### src/rtl/cpu_pkg.sv
// Shared decode definitions: RV64I opcodes, op_class encoding, width defaults.
// Latency: n/a (types, constants and a pure classification function only).
// Backpressure: n/a.
package cpu_pkg;

    localparam int XLEN_DEFAULT = 64;
    localparam int NREG_DEFAULT = 32;

    localparam logic [6:0] OPC_OP        = 7'b0110011;
    localparam logic [6:0] OPC_OP_IMM    = 7'b0010011;
    localparam logic [6:0] OPC_OP_32     = 7'b0111011;
    localparam logic [6:0] OPC_OP_IMM_32 = 7'b0011011;
    localparam logic [6:0] OPC_LOAD      = 7'b0000011;
    localparam logic [6:0] OPC_STORE     = 7'b0100011;
    localparam logic [6:0] OPC_BRANCH    = 7'b1100011;
    localparam logic [6:0] OPC_LUI       = 7'b0110111;
    localparam logic [6:0] OPC_AUIPC     = 7'b0010111;
    localparam logic [6:0] OPC_JAL       = 7'b1101111;
    localparam logic [6:0] OPC_JALR      = 7'b1100111;

    // Zero doubles as the "illegal" class so a reset output register reads as nothing decoded.
    typedef enum logic [3:0] {
        CLS_ILLEGAL   = 4'd0,
        CLS_OP        = 4'd1,
        CLS_OP_IMM    = 4'd2,
        CLS_OP_32     = 4'd3,
        CLS_OP_IMM_32 = 4'd4,
        CLS_LOAD      = 4'd5,
        CLS_STORE     = 4'd6,
        CLS_BRANCH    = 4'd7,
        CLS_LUI       = 4'd8,
        CLS_AUIPC     = 4'd9,
        CLS_JAL       = 4'd10,
        CLS_JALR      = 4'd11
    } op_class_t;

    function automatic op_class_t classify(input logic [6:0] opc);
        op_class_t cls;
        case (opc)
            OPC_OP:        cls = CLS_OP;
            OPC_OP_IMM:    cls = CLS_OP_IMM;
            OPC_OP_32:     cls = CLS_OP_32;
            OPC_OP_IMM_32: cls = CLS_OP_IMM_32;
            OPC_LOAD:      cls = CLS_LOAD;
            OPC_STORE:     cls = CLS_STORE;
            OPC_BRANCH:    cls = CLS_BRANCH;
            OPC_LUI:       cls = CLS_LUI;
            OPC_AUIPC:     cls = CLS_AUIPC;
            OPC_JAL:       cls = CLS_JAL;
            OPC_JALR:      cls = CLS_JALR;
            default:       cls = CLS_ILLEGAL;
        endcase
        return cls;
    endfunction

endpackage

### src/rtl/imm_gen.sv
// Immediate generator: I/S/B/U/J immediates sign-extended from instr[31] to XLEN; R-type/illegal give 0.
// Latency: purely combinational.
// Backpressure: none (no state).
module imm_gen
    import cpu_pkg::*;
#(
    parameter int XLEN = XLEN_DEFAULT
) (
    input  logic [31:0]     instr,
    output logic [XLEN-1:0] imm
);

    logic [31:0] imm32;

    // Assemble the 32-bit immediate by format, then sign-extend to the datapath width.
    always_comb begin
        imm32 = '0;
        case (instr[6:0])
            OPC_OP_IMM, OPC_OP_IMM_32, OPC_LOAD, OPC_JALR:
                imm32 = {{20{instr[31]}}, instr[31:20]};
            OPC_STORE:
                imm32 = {{20{instr[31]}}, instr[31:25], instr[11:7]};
            OPC_BRANCH:
                imm32 = {{19{instr[31]}}, instr[31], instr[7], instr[30:25], instr[11:8], 1'b0};
            OPC_LUI, OPC_AUIPC:
                imm32 = {instr[31:12], 12'b0};
            OPC_JAL:
                imm32 = {{11{instr[31]}}, instr[31], instr[19:12], instr[20], instr[30:21], 1'b0};
            default:
                imm32 = '0;
        endcase
        imm = XLEN'($signed(imm32));
    end

endmodule

### src/rtl/decode_stage.sv
// Decode stage: RV64I field decode into a one-entry output register with a busy-register scoreboard.
// Latency: 1 cycle from acceptance to out_valid; writeback clears take effect on hazard one cycle later.
// Backpressure: in_ready drops on a stalled held entry, an operand hazard or flush. Optional STALL_COUNT_EN adds stall_cnt.
module decode_stage
    import cpu_pkg::*;
#(
    parameter int XLEN = XLEN_DEFAULT,
    parameter int NREG = NREG_DEFAULT
) (
    input  logic            clk,
    input  logic            rst,
    input  logic            in_valid,
    output logic            in_ready,
    input  logic [31:0]     instr,
    output logic            out_valid,
    input  logic            out_ready,
    output logic [4:0]      rs1,
    output logic [4:0]      rs2,
    output logic [4:0]      rd,
    output logic [XLEN-1:0] imm,
    output logic            reg_write,
    output logic [3:0]      op_class,
    output logic            illegal,
    input  logic            wb_valid,
    input  logic [4:0]      wb_rd,
    input  logic            flush
`ifdef STALL_COUNT_EN
    ,
    output logic [31:0]     stall_cnt
`endif
);

    op_class_t       dec_cls;
    logic            dec_ill;
    logic            dec_rw;
    logic            use_rs1;
    logic            use_rs2;
    logic            hazard;
    logic            accept;
    logic [XLEN-1:0] dec_imm;

    logic            out_valid_q, out_valid_d;
    logic [4:0]      rs1_q, rs1_d, rs2_q, rs2_d, rd_q, rd_d;
    logic [XLEN-1:0] imm_q, imm_d;
    logic            reg_write_q, reg_write_d;
    logic [3:0]      op_class_q, op_class_d;
    logic            illegal_q, illegal_d;
    logic [NREG-1:0] busy_q, busy_d;

    imm_gen #(.XLEN(XLEN)) u_imm_gen (
        .instr (instr),
        .imm   (dec_imm)
    );

    // Classify the incoming word, work out which source operands it reads, and derive the handshake.
    always_comb begin
        dec_cls = classify(instr[6:0]);
        dec_ill = (dec_cls == CLS_ILLEGAL);
        use_rs1 = 1'b0;
        use_rs2 = 1'b0;
        case (dec_cls)
            CLS_OP, CLS_OP_32, CLS_STORE, CLS_BRANCH: begin
                use_rs1 = 1'b1;
                use_rs2 = 1'b1;
            end
            CLS_OP_IMM, CLS_OP_IMM_32, CLS_LOAD, CLS_JALR: use_rs1 = 1'b1;
            default: ;
        endcase
        dec_rw   = !dec_ill && (instr[11:7] != 5'd0) &&
                   (dec_cls != CLS_STORE) && (dec_cls != CLS_BRANCH);
        // Scoreboard is read from the register only, so a writeback clear never bypasses into this cycle.
        hazard   = (use_rs1 && busy_q[instr[19:15]]) || (use_rs2 && busy_q[instr[24:20]]);
        in_ready = (!out_valid_q || out_ready) && !hazard && !flush;
        accept   = in_valid && in_ready;
    end

    // Output register: load on acceptance, drain when consumed, hold otherwise; flush empties it.
    always_comb begin
        out_valid_d = out_valid_q;
        rs1_d       = rs1_q;
        rs2_d       = rs2_q;
        rd_d        = rd_q;
        imm_d       = imm_q;
        reg_write_d = reg_write_q;
        op_class_d  = op_class_q;
        illegal_d   = illegal_q;
        if (flush) begin
            out_valid_d = 1'b0;
        end else if (accept) begin
            out_valid_d = 1'b1;
            rs1_d       = instr[19:15];
            rs2_d       = instr[24:20];
            rd_d        = instr[11:7];
            imm_d       = dec_imm;
            reg_write_d = dec_rw;
            op_class_d  = dec_cls;
            illegal_d   = dec_ill;
        end else if (out_ready) begin
            out_valid_d = 1'b0;
        end
    end

    // Scoreboard: writeback clears first so a same-index set from acceptance wins; x0 never busy.
    always_comb begin
        busy_d = busy_q;
        if (flush) begin
            busy_d = '0;
        end else begin
            if (wb_valid) busy_d[wb_rd] = 1'b0;
            if (accept && dec_rw) busy_d[instr[11:7]] = 1'b1;
        end
        busy_d[0] = 1'b0;
    end

    // State registers with asynchronous reset.
    always_ff @(posedge clk or posedge rst) begin
        if (rst) begin
            out_valid_q <= 1'b0;
            rs1_q       <= '0;
            rs2_q       <= '0;
            rd_q        <= '0;
            imm_q       <= '0;
            reg_write_q <= 1'b0;
            op_class_q  <= '0;
            illegal_q   <= 1'b0;
            busy_q      <= '0;
        end else begin
            out_valid_q <= out_valid_d;
            rs1_q       <= rs1_d;
            rs2_q       <= rs2_d;
            rd_q        <= rd_d;
            imm_q       <= imm_d;
            reg_write_q <= reg_write_d;
            op_class_q  <= op_class_d;
            illegal_q   <= illegal_d;
            busy_q      <= busy_d;
        end
    end

    assign out_valid = out_valid_q;
    assign rs1       = rs1_q;
    assign rs2       = rs2_q;
    assign rd        = rd_q;
    assign imm       = imm_q;
    assign reg_write = reg_write_q;
    assign op_class  = op_class_q;
    assign illegal   = illegal_q;

`ifdef STALL_COUNT_EN
    logic [31:0] stall_cnt_q, stall_cnt_d;

    // Count cycles where a presented instruction is blocked by an operand hazard, saturating.
    always_comb begin
        stall_cnt_d = stall_cnt_q;
        if (in_valid && hazard && (stall_cnt_q != 32'hFFFF_FFFF)) stall_cnt_d = stall_cnt_q + 32'd1;
    end

    // Stall counter register; only reset clears it.
    always_ff @(posedge clk or posedge rst) begin
        if (rst) stall_cnt_q <= '0;
        else     stall_cnt_q <= stall_cnt_d;
    end

    assign stall_cnt = stall_cnt_q;
`endif

endmodule

### config.mk
export PLATFORM = sky130hd
export DESIGN_NAME = decode_stage
export DESIGN_NICKNAME = d
export VERILOG_FILES = /design/src/rtl/cpu_pkg.sv /design/src/rtl/imm_gen.sv /design/src/rtl/decode_stage.sv
export SDC_FILE = /design/constraint.sdc
export NUM_CORES = 1
export LEC_CHECK = 0
export BUFFER_PORTS_ARGS = -buffer_cell sky130_fd_sc_hd__buf_2
export CORE_MARGIN = 8
export CORE_UTILIZATION = 30
export DETAILED_ROUTE_END_ITERATION = 8
export GPL_TIMING_DRIVEN = 1
export PLACE_DENSITY = 0.55
export SLEW_MARGIN = 20
export SYNTH_ARGS = -nofsm -noshare
export SYNTH_HDL_FRONTEND = slang
export SYNTH_SLANG_ARGS = --single-unit
export TNS_END_PERCENT = 1
### constraint.sdc
create_clock -name clk -period 5.21 [get_ports clk]
set_clock_uncertainty 0.15 [all_clocks]
set_input_delay 0.2605 -clock clk [delete_from_list [all_inputs] [get_ports clk]]
set_output_delay 0.2605 -clock clk [all_outputs]
set_load 0.05 [all_outputs]
==> reports/summary.txt, run 1 <==
Synth Area per Inst = 10.0 µm²
Power share of the sequential group = 40.2%
Vias = 4332
Maximum buffer depth of the clock tree = 2
Nets = 655
Critical Path Source Type = flop
Hold buffer count at CTS = 0
Fin crit share = 63.7%
Violated checks = negative hold slack
Power per Cell Area = 288 mW/mm²
Number of max-cap violations = 0
Post-Route WL = 15800 µm
Top cells by count, synth = 85 x dfrtp_1, 48 x mux2i_1, 38 x nand2_1
Area of the multi-input gates = 0.00271 mm²
First-pass GRT wire length = 24800 µm
Share of the synthesized area in the top cell type = 39.7%
R2R Setup Slk = 1890 ps
Fin Setup TNS = 0 ps
I/O Buffers = 129
Largest area contributor in the netlist = dfrtp_1
TritonRoute pass-1 iters = 4
Max-slew violation count = 0
Num CTS Buffers = 9
Post-Synthesis Cells = 533
Vias in the first global route = 4441
Total global routing overflow = 0
Leakage = 2.92 nW
Worst slew margin = 33.2%
DR WL/cell = 18.7 µm
FF+latch count, synth = 85
Crit path required time = 5320 ps
Combinational group share of total power = 24.3%
Peak supply drop = 0.000161 V
Die W = 150 µm
Fillers = 1794
Clock Latency Late Sink = 350 ps
Top Ports = 130
Share of cells above drive strength 1 = 34.7%
Min Hold Slack = -23.2 ps
Number of synthesized flops with an enable pin = 0
DPL Wire Length = 11900 µm
Crit path cell chain = mux4_2, nand2_1, a211o_1, nand4_1, a41o_1, nor3b_2, buf_4, mux2i_1
Die area = 0.0224 mm²
Endpoints failing setup = 0
Clock group share of total power = 35.5%
Initial Utilization = 30.2%
P_sw = 610 µW
Final Hold Fails = 19
Leading register cell type out of synthesis = dfrtp_1
Max incr delay on CP = 790 ps
Syn Nets = 576
Synth unique cells = 49
Post-CTS sizing = 0
Vias/cell = 5.12
Post-synthesis sequential area ratio = 39.7%
Num Clock Sinks = 85
RSZ-0062 raised after global routing = false
Reg2Reg Launch Point = busy_q[11]$_DFF_PP0_
Sw frac = 34.1%
CP startpoint = busy_q[11]$_DFF_PP0_
CP Max Fanout = 27
Crit. End Element = flop
# DRC = 0
Clock Pin Slew Worst Setup and Hold Paths = 60 ps
ANT cells = 0
R2r worst-path depth = 8
Area contributors post-synth = dfrtp_1 40%, mux2i_1 9.0%, o41ai_2 8.5%
Yosys warns = 0
Final ANT Viol Nets = 0
Slowest cell on crit path = nor3b_2
Initial DRC count = 224
Pin count of the biggest net entering global routing = 86
Post-CTS setup buffers = 0
Fraction of registers with async set/reset = 100%
Tot GR Track Use = 14.1%
Fin worst setup slack = 1890 ps
Critical R2R Capture = imm[10]$_DFFE_PP0P_
Hold WC Path Type = in -> async
GP Congestion = 0.899
Area delta synth->final = 16.3%
Kind of critical path = reg -> reg
FF/Latch Area = 0.00213 mm²
Pre-CTS WS = 1630 ps
Slew @ Worst Pin = 1000 ps
Count leader, synth = dfrtp_1
WP data arrival = 3430 ps
Placeable core area = 0.0177 mm²
Initial antenna violation count = 0
Run status = finished, violations left
Fmax = 0.301 GHz
H-tree levels = 3
Int Pwr = 1.18 mW
Rows = 49
CTS tree = built
Root Driver = clkbuf_16
Min Tclk post-route = 3320 ps
Die extent in y = 150 µm
Synthesized area = 0.00536 mm²
==> registers in the layout, indices dropped and copies added, names as in the netlist <==
name,cells
rs1,5
illegal,1
out_valid,1
rs2,5
imm,32
op_class,4
rd,5
reg_write,1
busy_q,31
==> final cells by class <==
cell class / count / share of cell area (%)
well taps: 229 / 4.60
flip-flops and latches: 85 / 34.2
multi-input cells: 351 / 43.5
inverters: 30 / 1.83
clock buffers: 14 / 4.56
repair buffers: 135 / 11.2
clock inverters: 2 / 0.241
==> critical path: cells and delay by family, from the launching register on <==
kind	cells	cell delay (ps)
flip-flops	1	410
multiplexers	2	740
AND/OR/NAND/NOR	3	980
AO/OA/AOI/OAI	2	380
buffers and inverters	1	550
==> cell families (layout without fill, tap and decap cells) <==
group           count (synthesis)  in the layout  share of synthesized area (%)
mux                            77             77                           15.3
buf+inv                        97            181                           9.86
simple gates                  158            158                           16.4
flops                          85             85                           39.7
xor+xnor                        1              1                          0.164
compound gates                115            115                           18.5
==> power by group through the flow <==
stage | sequential [mW] | combinational (mW) | clock, mW
after global routing | 0.725 | 0.461 | 0.675
final | 0.720 | 0.436 | 0.635
after CTS | 0.721 | 0.439 | 0.647
after global placement | 0.732 | 0.435 | 0
after floorplan | 0.858 | 0.208 | 0
after detailed placement | 0.733 | 0.438 | 0
==> cells in the final DEF (no fill, tap or decap), types with 2 or more instances in the layout <==
cell        instances
nand3b_1           23
nor2_1             16
a22oi_1             3
buf_2             129
a22o_1              5
a211oi_1            6
nor3_1              5
nand2_1            38
or3b_2              2
clkinvlp_4          2
clkbuf_16           9
mux2i_1            48
a211o_1             2
inv_1              29
a31oi_1             2
a21oi_1            28
o2111ai_1           2
o2bb2ai_1           2
or3_1               2
buf_4               5
a221oi_1            2
nand3_1            12
o41ai_2            28
nor4_1              2
mux2_2             28
dfrtp_1            85
o21ai_0            27
nand2b_1           14
nor2b_1            26
nor3b_1             6
or2_2               3
and2_1              2
o41ai_1             2
clkbuf_8            4
==> layer usage <==
| metal | GRT usage [%] | vias to the layer above | share of wire (%) |
|---|---|---|---|
| li1 | - | 2038 | - |
| met1 | 18.4 | 2110 | 43 |
| met4 | 4.95 | 0 | 1.5 |
| met3 | 2.93 | 18 | 8.3 |
| met5 | 0 | - | 0 |
| met2 | 22.5 | 166 | 47 |
==> how the worst max path moves through the flow <==
stage / end / slack (ps) / cells after the start
after floorplan: busy_q[10]$_DFF_PP0_ / 2610 / 1
after global routing: imm[6]$_DFFE_PP0P_ / 1640 / 8
after CTS: imm[14]$_DFFE_PP0P_ / 1820 / 8
after detailed placement: imm[14]$_DFFE_PP0P_ / 1630 / 9
final: imm[10]$_DFFE_PP0P_ / 1890 / 8
after global placement: imm[28]$_DFFE_PP0P_ / 1750 / 9
==> through the flow <==
step,power (mW),area [µm²],utilization (%),cells
finish,1.79,6230,35.1,846
global route,1.86,6230,35.1,846
CTS,1.81,6220,35.1,846
detailed placement,1.17,5920,33.4,830
global placement,1.17,5920,33.4,830
floorplan,1.07,5360,-,533
Power figures use the tool's default switching activity.
==> run 2: changes to the inputs <==
Settings changed: ABC_AREA set to 1, PLACE_DENSITY 0.55 to 0.57.
Clock period 5.21 ns to 2.85 ns, I/O delays scaled along.
==> run 2 against run 1 <==
Compared with the run above:
- the run now ends clean
- global-route usage rose by 2.6 points
- synthesized cell count rose by 22%
- core utilization rose by 2.2 points
- total power rose by 80%
- cell area fell by 4.4%
- clock power rose by 86%
- area after synthesis fell by 8.3%
- first-iteration DRC count rose by 61%
- non-clock buffer count rose by 22
- register-to-register slack got worse by 1200 ps
==> reports/summary.txt, run 2 <==
Count leader, synth = nand2_1
Fraction of registers with async set/reset = 100%
Fillers = 1686
Total global routing overflow = 0
CP Max Fanout = 35
Nets = 794
Area of the multi-input gates = 0.00219 mm²
Num CTS Buffers = 9
Share of cells above drive strength 1 = 22.2%
Synth Area per Inst = 7.53 µm²
Crit path cell chain = nand2_1, nand3_1, nand2_1, nand3_1, nand3_1, nand2_1, nand2_1, nand2_1, nor2_4, buf_4, buf_2
Num Clock Sinks = 85
Max incr delay on CP = 400 ps
Synth unique cells = 29
Post-placement cell area = 0.00550 mm²
WP data arrival = 2230 ps
Pin count of the biggest net entering global routing = 86
Leakage = 2.85 nW
Critical Path Source Type = flop
First-pass GRT wire length = 26600 µm
I/O Buffers = 129
CP startpoint = busy_q[4]$_DFF_PP0_
Crit. End Element = output pin
Vias/cell = 5.05
Post-CTS setup buffers = 0
Min Tclk post-route = 2530 ps
Initial DRC count = 360
Core occupancy in the finished layout = 37.3%
Fmax = 0.396 GHz
Endpoints failing setup = 0
Number of max-cap violations = 0
Final ANT Viol Nets = 0
Worst slew margin = 55.8%
Die W = 144 µm
H-tree levels = 3
Vias = 4913
Kind of critical path = reg -> out
Synthesized area = 0.00491 mm²
Top cells by count, synth = 145 x nand2_1, 85 x dfrtp_1, 85 x nand3_1
Initial antenna violation count = 0
Largest delay share family, worst path = simple AND/OR/NAND/NOR gates
Max reg flops = 32
Tot GR Track Use = 16.7%
HP Start = instr[10]
Area contributors post-synth = dfrtp_1 43%, nand2_1 11%, nand3_1 8.7%
Cell mode on critical path = nand2_1
Rows = 46
FF+latch count, synth = 85
Yosys warns = 0
Post-Route WL = 16800 µm
Peak supply drop = 0.000422 V
Post-Synthesis Cells = 652
Commonest non-fill, non-tap cell in the layout = nand2_1
Leading register cell type out of synthesis = dfrtp_1
Top Ports = 130
DR WL/cell = 17.3 µm
# DRC = 0
Clock Pin Slew Worst Setup and Hold Paths = 60 ps
Vias in the first global route = 4749
Power per Cell Area = 542 mW/mm²
Fin crit share = 88.6%
GP Congestion = 0.888
Share of the synthesized area in the top cell type = 43.3%
Fin Setup TNS = 0 ps
RSZ-0062 raised after global routing = false
FF/Latch Area = 0.00213 mm²
Slowest cell on crit path = dfrtp_1
Largest area contributor in the netlist = dfrtp_1
Max-slew violation count = 0
Slew @ Worst Pin = 663 ps
Syn Nets = 695
Run status = completed
Area delta synth->final = 21.2%
Number of synthesized flops with an enable pin = 0
Die area = 0.0207 mm²
Die extent in y = 144 µm
Root Driver = clkbuf_16
Post-synthesis sequential area ratio = 43.3%
Hold WC Path Type = in -> reg
Maximum buffer depth of the clock tree = 2
ANT cells = 0
Crit path required time = 2560 ps
Clock Latency Late Sink = 350 ps
Commonest non-fill, non-tap cells in the layout = 145 x nand2_1, 129 x buf_2, 85 x nand3_1, 85 x dfrtp_1, 51 x o21ai_1
Reg2Reg Launch Point = busy_q[4]$_DFF_PP0_
TritonRoute pass-1 iters = 7
Initial Utilization = 30.8%
Fin area = 0.00595 mm²
CTS tree = built
Final Hold Fails = 0
Worst path bufs/invs = 2
Placeable core area = 0.0159 mm²
Post-CTS sizing = 0
DPL Wire Length = 12300 µm
[run 2: cell type report]
class                           count  share of cell area (%)
Multi-Input combinational cell    462                    36.8
Clock buffer                       12                    4.14
Timing Repair Buffer              157                    15.7
Inverter                           36                    2.29
Clock inverter                      4                   0.799
Sequential cell                    85                    35.7
Tap cell                          216                    4.54
[run 2: through the flow]
step,power (mW),setup slack [ps],hold WS (ps),std cells
after floorplan,1.87,364,137,652
after detailed placement,2.06,491,142,940
after global placement,2.06,450,145,940
final,3.23,324,36.6,972
after CTS,3.27,328,19.2,972
after global routing,3.38,183,51.7,972
[run 2: logic make-up (layout without fill, tap and decap cells)]
family / after synthesis / after routing / share of synthesized area [%]
AND/OR/NAND/NOR: 315 / 315 / 28.6
buffers and inverters: 105 / 209 / 12.2
flip-flops: 85 / 85 / 43.3
AO/OA/AOI/OAI: 147 / 147 / 15.9
[run 2: what timing repair did]
action / CTS / global route
hold endpoints to repair: 106 / 0
endpoints found under the setup margin: 0 / 0
hold buffers: 16 / 0
[run 2: worst reg2reg max path, stage by stage (launching register included)]
cell and delay (ps):
dfrtp_1 400, nand2_1 70, nand3_1 60, nand2_1 90, nand3_1 130, nand3_1 110, nand2_1 60, nand2_1 50
nand2_1 80, nor2_4 120, buf_4 350, nand4_1 190, a21oi_1 170
[run 2: per-layer routing]
metal	up-vias	routed length, µm	part of all wire (%)	global-route usage [%]
met3	21	1480	8.8	4.45
met2	184	7720	46	27.0
met4	0	256	1.5	4.70
li1	2401	-	-	-
met1	2307	7390	44	21.4
met5	-	0	0	0
[run 2: path summary, 6_finish.rpt]
| check | end | slack (ps) | cells past startpoint |
|---|---|---|---|
| max | in_ready | 320 | 11 |
| min | rd[3]$_DFFE_PP0P_ | 40 | 3 |
| max reg2reg | busy_q[5]$_DFF_PP0_ | 730 | 12 |
| min reg2reg | rs2[1]$_DFFE_PP0P_ | 330 | 2 |
| max in group asynchronous | busy_q[23]$_DFF_PP0_ | 1880 | 4 |
| min in group asynchronous | rs1[0]$_DFFE_PP0P_ | 260 | 4 |
[run 2: report_power, final]
part / internal (mW) / switching (mW)
clock: 0.701 / 0.477
sequential: 1.27 / 0.0366
combinational: 0.168 / 0.578
total: 2.14 / 1.09
==> run 3: changes to the inputs <==
Settings changed: ABC_AREA 1 to not set.
==> run 3 against run 2 <==
Compared with the run above:
- cell area increased by 9.8%
- clock-buffer cell count decreased by 1
- sequential power about the same
- clock power increased by 4%
- die area increased by 8.0%
- hold slack got worse by 14 ps
- critical endpoint is now busy_q[9]$_DFF_PP0_
- setup slack got worse by 240 ps
- cell count decreased by 11%
==> reports/summary.txt, run 3 (synthesis results as in run 1) <==
Fin area = 0.00654 mm²
Fin crit share = 97.0%
Total global routing overflow = 0
Slew @ Worst Pin = 745 ps
Nets = 676
Endpoints failing setup = 0
Vias in the first global route = 4452
Clock group share of total power = 36.3%
Post-Route WL = 16000 µm
Die W = 150 µm
Fin worst setup slack = 84.5 ps
Vias/cell = 5.21
Initial antenna violation count = 0
P_sw = 1.15 mW
Crit path required time = 2940 ps
Min Tclk post-route = 2770 ps
Kind of critical path = reg -> reg
R2r worst-path depth = 8
Max-slew violation count = 0
Clock Latency Late Sink = 360 ps
DPL Wire Length = 11900 µm
Fmax = 0.362 GHz
Share of cells above drive strength 1 = 34.6%
I/O Buffers = 129
Num CTS Buffers = 9
Total power = 3.38 mW
Die area = 0.0224 mm²
Pin count of the biggest net entering global routing = 48
Placeable core area = 0.0177 mm²
Run status = completed
Max reg flops = 32
Commonest non-fill, non-tap cell in the layout = buf_2
CP Max Fanout = 24
Number of max-cap violations = 0
Pre-CTS WS = -21.8 ps
Fillers = 1761
Leakage = 3.08 nW
Post-CTS setup buffers = 0
Top Ports = 130
Hold Path Sink = rs2[4]$_DFFE_PP0P_
Critical Path Source Type = flop
H-tree levels = 3
CTS tree = built
Initial DRC count = 230
Area delta synth->final = 22.0%
Crit. End Element = flop
Int Pwr = 2.23 mW
Hold WC Path Type = in -> reg
Critical R2R Capture = busy_q[9]$_DFF_PP0_
Hold Path Depth = 2
Commonest non-fill, non-tap cells in the layout = 129 x buf_2, 85 x dfrtp_1, 48 x mux2i_1
Final Hold Fails = 0
Final ANT Viol Nets = 0
Crit path cell chain = mux4_2, nand2_1, a211o_1, nand4_1, a41o_1, or3b_4, buf_12, o41ai_2
Root Driver = clkbuf_16
Worst slew margin = 50.3%
Peak supply drop = 0.000287 V
HP Start = instr[24]
Reg2Reg Launch Point = busy_q[11]$_DFF_PP0_
First-pass GRT wire length = 24200 µm
Rows = 49
Num Clock Sinks = 85
Post-placement cell area = 0.00602 mm²
Max incr delay on CP = 480 ps
TritonRoute pass-1 iters = 6
Combinational group share of total power = 24.8%
DR WL/cell = 18.5 µm
Maximum buffer depth of the clock tree = 2
Slowest cell on crit path = mux4_2
Sw frac = 34.0%
Placed cells = 834
Final Instance Count excl. Fillers = 867
Vias = 4516
RSZ-0062 raised after global routing = false
Clock Pin Slew Worst Setup and Hold Paths = 60 ps
ANT cells = 0
Tot GR Track Use = 13.8%
Die extent in y = 150 µm
WP data arrival = 2850 ps
R2R Setup Slk = 80 ps
Power per Cell Area = 517 mW/mm²
Power share of the sequential group = 38.8%
# DRC = 0
GP Congestion = 0.893
Initial Utilization = 30.2%
run 3: changes by cell type in the layout (fill, tap and decap cells not counted), moves of 34 or more:
| cell | previous run | this run |
|---|---|---|
| nand4_1 | 35 | 1 |
| mux2i_1 | 0 | 48 |
| nand3_1 | 85 | 12 |
| nand2_1 | 145 | 38 |
| o21ai_1 | 51 | 0 |
run 3: worst max-delay path by stage:
stage / from / endpoint / slack (ps) / cells after the start
5_1_grt: busy_q[11]$_DFF_PP0_ / busy_q[2]$_DFF_PP0_ / 10 / 8
6_report: busy_q[11]$_DFF_PP0_ / busy_q[9]$_DFF_PP0_ / 80 / 8
2_1_floorplan: busy_q[11]$_DFF_PP0_ / busy_q[11]$_DFF_PP0_ / 320 / 9
4_1_cts: busy_q[11]$_DFF_PP0_ / busy_q[21]$_DFF_PP0_ / -10 / 8
3_5_place_dp: busy_q[11]$_DFF_PP0_ / busy_q[13]$_DFF_PP0_ / -20 / 8
3_3_place_gp: busy_q[11]$_DFF_PP0_ / busy_q[31]$_DFF_PP0_ / 110 / 8
run 3: layer usage:
metal | vias to the layer above | part of all wire, % | global-route usage (%)
met5 | - | 0 | 0
li1 | 2080 | - | -
met1 | 2212 | 42 | 17.2
met3 | 35 | 8.6 | 3.99
met4 | 0 | 2.2 | 5.60
met2 | 189 | 47 | 22.1
run 3: area by class of cell:
class,count,area (µm²),area share (%)
Sequential cell,85,2130,32.5
Tap cell,229,287,4.38
Inverter,30,114,1.74
Timing Repair Buffer,156,968,14.8
Multi-Input combinational cell,351,2730,41.7
Clock inverter,5,58.8,0.900
Clock buffer,11,253,3.87
run 3: critical path, delay by kind of cell, from the launching register on:
family,cells,cell delay (ps)
DFF,1,410
and+or+nand+nor,3,640
AOI/OAI and AO/OA,3,770
muxes,1,480
buffers and inverters,1,190
run 3: timing repair:
action / CTS / global route
resized for setup: 1 / 2
endpoints found under the setup margin: 3 / 43
hold endpoints to repair: 61 / 0
hold buffers: 16 / 0
gates cloned: 0 / 1
run 3: per-stage QoR:
stage          hold WS, ps  util, %  setup TNS (ps)
2_1_floorplan          130        -               0
3_3_place_gp           142     34.0               0
3_5_place_dp           159     34.0           -21.8
4_1_cts               10.7     36.7           -32.2
5_1_grt               19.4     36.9               0
6_report              22.6     36.9               0
run 3: power by group through the flow:
stage                     sequential, mW  combinational [mW]  clock [mW]
after floorplan                     1.57               0.380           0
after global placement              1.33               0.814           0
after detailed placement            1.34               0.819           0
after CTS                           1.31               0.838        1.25
after global routing                1.32               0.885        1.31
final                               1.31               0.839        1.23
